===== src/rtl/rr_arbiter_16.sv =====
// Sixteen-way round-robin arbiter with per-owner hold limit and a one-hot grant
// produced by decoding the registered owner index.

module decoder_4to16 (
    input  logic [3:0]  idx_i,
    output logic [15:0] onehot_o
);

    always_comb begin
        onehot_o        = '0;
        onehot_o[idx_i] = 1'b1;
    end

endmodule

module rr_arbiter_16 #(
    parameter int unsigned MAX_HOLD = 8
) (
    input  logic        clk_i,
    input  logic        rst_i,
    input  logic [15:0] req_i,
    output logic        gnt_valid_o,
    output logic [3:0]  gnt_idx_o,
    output logic [15:0] gnt_o,
    output logic        hold_expired_o
);

    typedef enum logic [0:0] {StIdle, StGrant} state_e;

    localparam logic [7:0] HoldLimit = 8'(MAX_HOLD);

    state_e      state_q;
    logic [3:0]  gnt_idx_q;
    logic [3:0]  last_idx_q;
    logic [7:0]  hold_cnt_q;
    logic        gnt_valid_q;
    logic        hold_expired_q;

    logic [3:0]  winner;
    logic [3:0]  cand;
    logic        found;
    logic        owner_req;
    logic        hold_hit;
    logic [15:0] dec_onehot;

    // Search starts just past the last owner, so the last owner is checked last.
    always_comb begin
        winner = last_idx_q;
        cand   = '0;
        found  = 1'b0;
        for (int unsigned i = 1; i <= 16; i++) begin
            cand = last_idx_q + 4'(i);
            if (!found && req_i[cand]) begin
                winner = cand;
                found  = 1'b1;
            end
        end
    end

    assign owner_req = req_i[gnt_idx_q];
    assign hold_hit  = (MAX_HOLD != 0) && (hold_cnt_q == HoldLimit);

    always_ff @(posedge clk_i) begin
        if (rst_i) begin
            state_q        <= StIdle;
            gnt_idx_q      <= 4'd0;
            last_idx_q     <= 4'd15;
            hold_cnt_q     <= 8'd0;
            gnt_valid_q    <= 1'b0;
            hold_expired_q <= 1'b0;
        end else begin
            case (state_q)
                StIdle: begin
                    hold_expired_q <= 1'b0;
                    if (|req_i) begin
                        state_q     <= StGrant;
                        gnt_valid_q <= 1'b1;
                        gnt_idx_q   <= winner;
                        last_idx_q  <= winner;
                        hold_cnt_q  <= 8'd1;
                    end
                end
                StGrant: begin
                    if (!owner_req || hold_hit) begin
                        state_q        <= StIdle;
                        gnt_valid_q    <= 1'b0;
                        gnt_idx_q      <= 4'd0;
                        hold_cnt_q     <= 8'd0;
                        // A release in the limit cycle takes precedence: no pulse.
                        hold_expired_q <= owner_req;
                    end else if (hold_cnt_q != 8'hFF) begin
                        hold_cnt_q <= hold_cnt_q + 8'd1;
                    end
                end
                default: begin
                    state_q <= StIdle;
                end
            endcase
        end
    end

    decoder_4to16 u_dec (
        .idx_i    (gnt_idx_q),
        .onehot_o (dec_onehot)
    );

    assign gnt_valid_o    = gnt_valid_q;
    assign gnt_idx_o      = gnt_idx_q;
    assign gnt_o          = dec_onehot & {16{gnt_valid_q}};
    assign hold_expired_o = hold_expired_q;

endmodule


===== config.mk =====
export PLATFORM = sky130hd
export DESIGN_NAME = rr_arbiter_16
export DESIGN_NICKNAME = d
export VERILOG_FILES = /design/src/rtl/rr_arbiter_16.sv
export SDC_FILE = /design/constraint.sdc
export NUM_CORES = 1
export LEC_CHECK = 0
export ABC_AREA = 1
export CORE_MARGIN = 2
export CORE_UTILIZATION = 61
export DETAILED_ROUTE_END_ITERATION = 8
export GPL_ROUTABILITY_DRIVEN = 1
export PLACE_DENSITY = 0.85
export SYNTH_ARGS = -nofsm -noshare
export SYNTH_HDL_FRONTEND = slang
export SYNTH_SLANG_ARGS = --single-unit

===== constraint.sdc =====
create_clock -name clk_i -period 9 [get_ports clk_i]
set_clock_uncertainty 0.05 [all_clocks]
set_input_delay 1.35 -clock clk_i [delete_from_list [all_inputs] [get_ports clk_i]]
set_output_delay 1.35 -clock clk_i [all_outputs]
set_load 0.05 [all_outputs]

==> results of run 1 <==
==> cell type report <==
cell class | instances | area, µm²
Clock buffer | 4 | 45.04
Fill cell | 417 | 1316
Inverter | 80 | 302.8
Multi-Input combinational cell | 444 | 2205
Sequential cell | 19 | 380.4
Tap cell | 67 | 83.83
Timing Repair Buffer | 39 | 390.4
==> critical path: stages (launching register included) <==
cell and delay [ns]:
dfxtp_1 0.94, inv_2 0.40, ha_1 0.58, inv_1 0.41
nand3_1 0.17, nand3_1 0.12, nand2_1 0.10, nand2_1 0.08
nand2_1 0.15, inv_2 0.14, nand4_4 0.12, nor2_4 0.20
nand4_4 0.12, nor2_4 0.14, nand2_2 0.08, nor2_4 0.11
nand2_1 0.15, inv_1 0.15, nand2_1 0.06, nand2_1 0.10
nand2_1 0.09, nand3_1 0.08, nand2_1 0.05
==> logic make-up after synthesis <==
logic type,after synthesis,synth area share (%)
xor+xnor,6,2.013
flops,19,12.75
buf+inv,93,13.38
fa+ha+maj,10,4.193
simple gates,365,55.97
compound gates,63,11.70
==> layer usage <==
| layer | GRT usage (%) | wire [µm] | vias to the layer above | share of wire (%) |
|---|---|---|---|---|
| met2 | 55.65 | 4224 | 191 | 45 |
| met5 | 0 | 0 | - | 0 |
| met4 | 8.889 | 142 | 0 | 1.5 |
| met3 | 3.794 | 876 | 16 | 9.4 |
| li1 | - | - | 1870 | - |
| met1 | 51.77 | 4100 | 1685 | 44 |
==> metrics by stage <==
step / area (µm²) / setup slack [ns] / hold slack [ns] / utilization (%) / instances
finish: 3407 / 4.282 / 0.4226 / 72.13 / 653
global route: 3407 / 3.892 / 0.4340 / 72.13 / 653
CTS: 3407 / 4.386 / 0.4176 / 72.13 / 653
detailed placement: 3362 / 4.396 / 0.4067 / 71.18 / 649
global placement: 3362 / 4.552 / 0.4103 / 71.18 / 649
floorplan: 2984 / 5.655 / 0.3935 / - / 556
==> Yosys cell counts <==
cell type,n
nor2_4,4
nor2_8,1
a31o_2,1
inv_2,8
nand2_4,2
dfxtp_1,19
a22oi_1,4
inv_4,1
nor3_1,4
ha_1,10
o211ai_1,1
buf_4,1
o221ai_1,2
xnor2_1,1
nand4_4,2
xnor2_2,1
a211oi_1,1
nand2_1,172
buf_6,5
nor4_1,6
inv_1,71
xor2_1,4
buf_2,5
nor2_1,51
o21a_1,2
nand2_2,12
nand3b_1,1
a21oi_1,23
o21ai_0,25
a21o_1,1
nand4_1,10
clkbuf_1,2
o21ai_1,3
nand3_1,100
==> worst max path at each step <==
stage	startpoint	to	cells past startpoint
4_1_cts	last_idx_q[0]	gnt_idx_o[3]	23
6_report	last_idx_q[0]	last_idx_q[0]	22
2_1_floorplan	gnt_idx_o[0]	gnt_o[13]	4
3_3_place_gp	req_i[1]	gnt_idx_o[0]	22
3_5_place_dp	last_idx_q[0]	gnt_idx_o[3]	23
5_1_grt	last_idx_q[0]	gnt_idx_o[2]	24
==> cells in the final DEF (no fill, tap or decap), drive strengths merged, types with 6 or more instances in the layout <==
| cell | count |
|---|---|
| dfxtp | 19 |
| nand2 | 186 |
| nand4 | 12 |
| nor2 | 56 |
| clkdlybuf4s50 | 39 |
| nand3 | 100 |
| o21ai | 28 |
| a21oi | 23 |
| ha | 10 |
| inv | 80 |
| nor4 | 6 |
==> state kept, by name (all words and copies together) (netlist names) <==
name,cells
state_q,1
gnt_idx_o,4
hold_expired_o,1
last_idx_q,4
gnt_valid_o,1
hold_cnt_q,8
==> metrics.cfg, run 1 <==
[status]
outcome=complete, no violations

[timing]
finalHoldViolCount=0
finalCriticalPeriod_ns=4.718
setup_viol=0
fin_crit_sh_pct=52.42
relSlewSlack_pct=36.82
setup_tns_ns=0
rsz0062_at_grt=false
max_slew.worst_pin.slew_ns=0.9465
slew_viol_final=0
max_freq_ghz=0.2120

[floorplan]
core_mm2=0.004723
start_util_pct=63.18
die_y_um=73.94
pin_count=40
die-area_mm2=0.005467
floorplan.die.width_um=73.94
row_count=25

[drt]
drtPass1Iterations=5
drtAntennaViolNets=0
dr_total_vias=3762
drt_wl_total_um=9344
viasPerCell=5.761
wire_per_inst_um=14.31
drc=0
dr.first_iter.drc_count=532

[logic_synthesis]
yosysUniqueCellTypes=34
ys_ff_latch=19
synth_top_area_share_pct=21.64
synthCells=556
synth_fp_nets=584
ys_top_cells_by_area=nand2_1 (22%), nand3_1 (17%), dfxtp_1 (13%)
synth_area_mm2=0.002984
synth_top_cell_by_area=nand2_1
syn_avg_cell_area_um2=5.367
yosysSeqAreaShare_pct=12.75
yosys_warnings=0

[clock_tree]
cts_max_path_buffers=2
cts.sinks=19
ctsHoldBuffers=0
cts_root_buffer=clkbuf_8
postCtsSetupBuffers=0
h-tree-depth=1
cts_tree=done
postCtsResizedCells=0
cts_buffers=3
cts.clk_slew.worst_paths_ns=0.07
insertion_delay_ns=0.26

[finish]
area_growth_pct=14.17
antennaDiodeCount=0
drive_above_1_share_pct=5.973
final_nets=615

[setup_path]
crit_fanout=26
worstReg2RegStart=last_idx_q[0]
crit_arrival_ns=4.82
cp-end-kind=flip-flop
r2r_end=last_idx_q[0]
r2r_cells=22
required_ns=9.10
path_class=reg2reg
r2r_slack_ns=4.28
setup.worst_path.start_class=flip-flop

[global_route]
grt_max_degree=27
grt_pass1_wl_um=15270
grt_pass1_vias=3261
antenna_found_initial=0
overflow=0
grt.total_usage_pct=35.40

[placement]
place_congestion=1.060
hpwl_um=7264
portBuffers=39

[worst_hold_path]
whs_path_depth=2
hp-start=hold_expired_o
hp-class=reg2reg
hold_end=hold_expired_o

[run]
cap_viol_max_count=0

Power of run 1 is not shown: default switching activity piles up to over one toggle a cycle in this logic, so the estimate is an artifact.
==> run 2: changes to the inputs <==
--- a/config.mk
+++ b/config.mk
@@ -7,10 +7,10 @@
 export LEC_CHECK = 0
 export ABC_AREA = 1
 export CORE_MARGIN = 2
-export CORE_UTILIZATION = 61
+export CORE_UTILIZATION = 57
 export DETAILED_ROUTE_END_ITERATION = 8
 export GPL_ROUTABILITY_DRIVEN = 1
-export PLACE_DENSITY = 0.85
+export PLACE_DENSITY = 0.8
 export SYNTH_ARGS = -nofsm -noshare
 export SYNTH_HDL_FRONTEND = slang
 export SYNTH_SLANG_ARGS = --single-unit
==> constraint.sdc (replaced) <==
create_clock -name clk_i -period 4.44 [get_ports clk_i]
set_clock_uncertainty 0.05 [all_clocks]
set_input_delay 0.666 -clock clk_i [delete_from_list [all_inputs] [get_ports clk_i]]
set_output_delay 0.666 -clock clk_i [all_outputs]
set_load 0.05 [all_outputs]
==> metrics.cfg, run 2 (synthesized netlist as in run 1, its figures left out) <==
[finish]
fin_area_mm2=0.003456
drive_above_1_share_pct=6.926
fill_cells=502
layout.cells.non_filler=662
largest_reg_flops=8
seq_area_um2=380.4
final_common_cell=nand2_1
layout_common_cells=nand2_1 (172), nand3_1 (100), inv_1 (71)
final_nets=621
multi_input_area_mm2=0.002205
regMostFlops=hold_cnt_q
area_growth_pct=15.81
antennaDiodeCount=0

[drt]
dr_total_vias=3812
drtPass1Iterations=7
dr.first_iter.drc_count=422
drt_wl_total_um=9663
drtAntennaViolNets=0
wire_per_inst_um=14.60
drc=0
viasPerCell=5.758

[timing]
max_freq_ghz=0.2546
setup_tns_ns=0
slew_viol_final=0
relSlewSlack_pct=60.79
holdWs_ns=0.4252
finalHoldViolCount=0
max_slew.worst_pin.slew_ns=0.5860
finalCriticalPeriod_ns=3.927
rsz0062_at_grt=false
fin_crit_sh_pct=88.45
setup_viol=0

[setup_path]
path_class=reg2reg
cp-end-kind=flip-flop
path_common_cell=nand2_1
max_stage_delay_ns=0.62
crit_start=last_idx_q[2]
worstReg2RegStart=last_idx_q[2]
required_ns=4.55
crit_arrival_ns=4.03
path_delay_family=simple AND/OR/NAND/NOR gates
cp.buffers_inverters=3
crit_fanout=11
cpMaxStageDelayCell=dfxtp_1
setup.worst_path.start_class=flip-flop
crit_chain=inv_2 > ha_1 > inv_1 > nand3_1 > nand2_1 > nand2_1 > nand2_2 > nor2_8 > nand4_4 > nor2_4 > nand4_4 > nor2_4 > nand2_2 > nor2_4 > nand2_1 > inv_1 > a21oi_1 > nand2_1 > nand2_1 > nand4_1 > nand2_1

[global_route]
antenna_found_initial=0
grt_max_degree=26
grt.total_usage_pct=33.51
overflow=0
grt_pass1_wl_um=16230
grt_pass1_vias=3496

[clock_tree]
h-tree-depth=1
cts_buffers=3
insertion_delay_ns=0.26
postCtsResizedCells=0
cts.clk_slew.worst_paths_ns=0.07
ctsHoldBuffers=0
postCtsSetupBuffers=0
cts_max_path_buffers=2
cts_tree=done
cts.sinks=19
cts_root_buffer=clkbuf_8

[placement]
hpwl_um=7575
place_congestion=1.051
dp.cells=658
portBuffers=39
placed_cell_area_mm2=0.003411

[floorplan]
core_mm2=0.005075
start_util_pct=58.80
die-area_mm2=0.005830
die_y_um=76.36
pin_count=40
floorplan.die.width_um=76.36
row_count=26

[status]
outcome=complete, no violations

[worst_hold_path]
hp-start=hold_expired_o
hp-class=reg2reg

[run]
cap_viol_max_count=0

run 2: path summary, 6_finish.rpt:
| kind | endpoint | slack [ns] | cells past startpoint |
|---|---|---|---|
| hold / removal | hold_expired_o | 0.43 | 2 |
| setup / recovery | gnt_idx_o[1] | 0.51 | 21 |
| setup reg to reg | gnt_idx_o[1] | 0.51 | 21 |
| hold reg to reg | hold_expired_o | 0.43 | 2 |
run 2: layout make-up:
type | count | share of cell area (%)
Clock buffer | 4 | 1.303
Timing Repair Buffer | 45 | 12.60
Sequential cell | 19 | 11.01
Tap cell | 70 | 2.534
Multi-Input combinational cell | 444 | 63.79
Inverter | 80 | 8.762
run 2: worst reg2reg max path, delay by kind of cell, from the launching register on:
family	cells	cell delay, ns
simple gates	16	1.89
flops	1	0.62
buf+inv	3	0.61
fa+ha+maj	1	0.54
compound gates	1	0.08
run 2: per-layer routing:
layer  up-vias  track usage, %  routed length, µm
met2       177           54.96               4259
met5         -               0                  0
met1      1742           47.10               4313
met4         0           8.909                172
li1       1876               -                  -
met3        17           2.962                917
run 2: metrics by stage:
step	setup slack, ns	utilization, %
finish	0.5130	68.10
global route	0.1937	68.10
global placement	0.6219	67.21
detailed placement	0.6275	67.21
CTS	0.6067	68.10
floorplan	1.296	-
Power of run 2 is left out for the same reason.
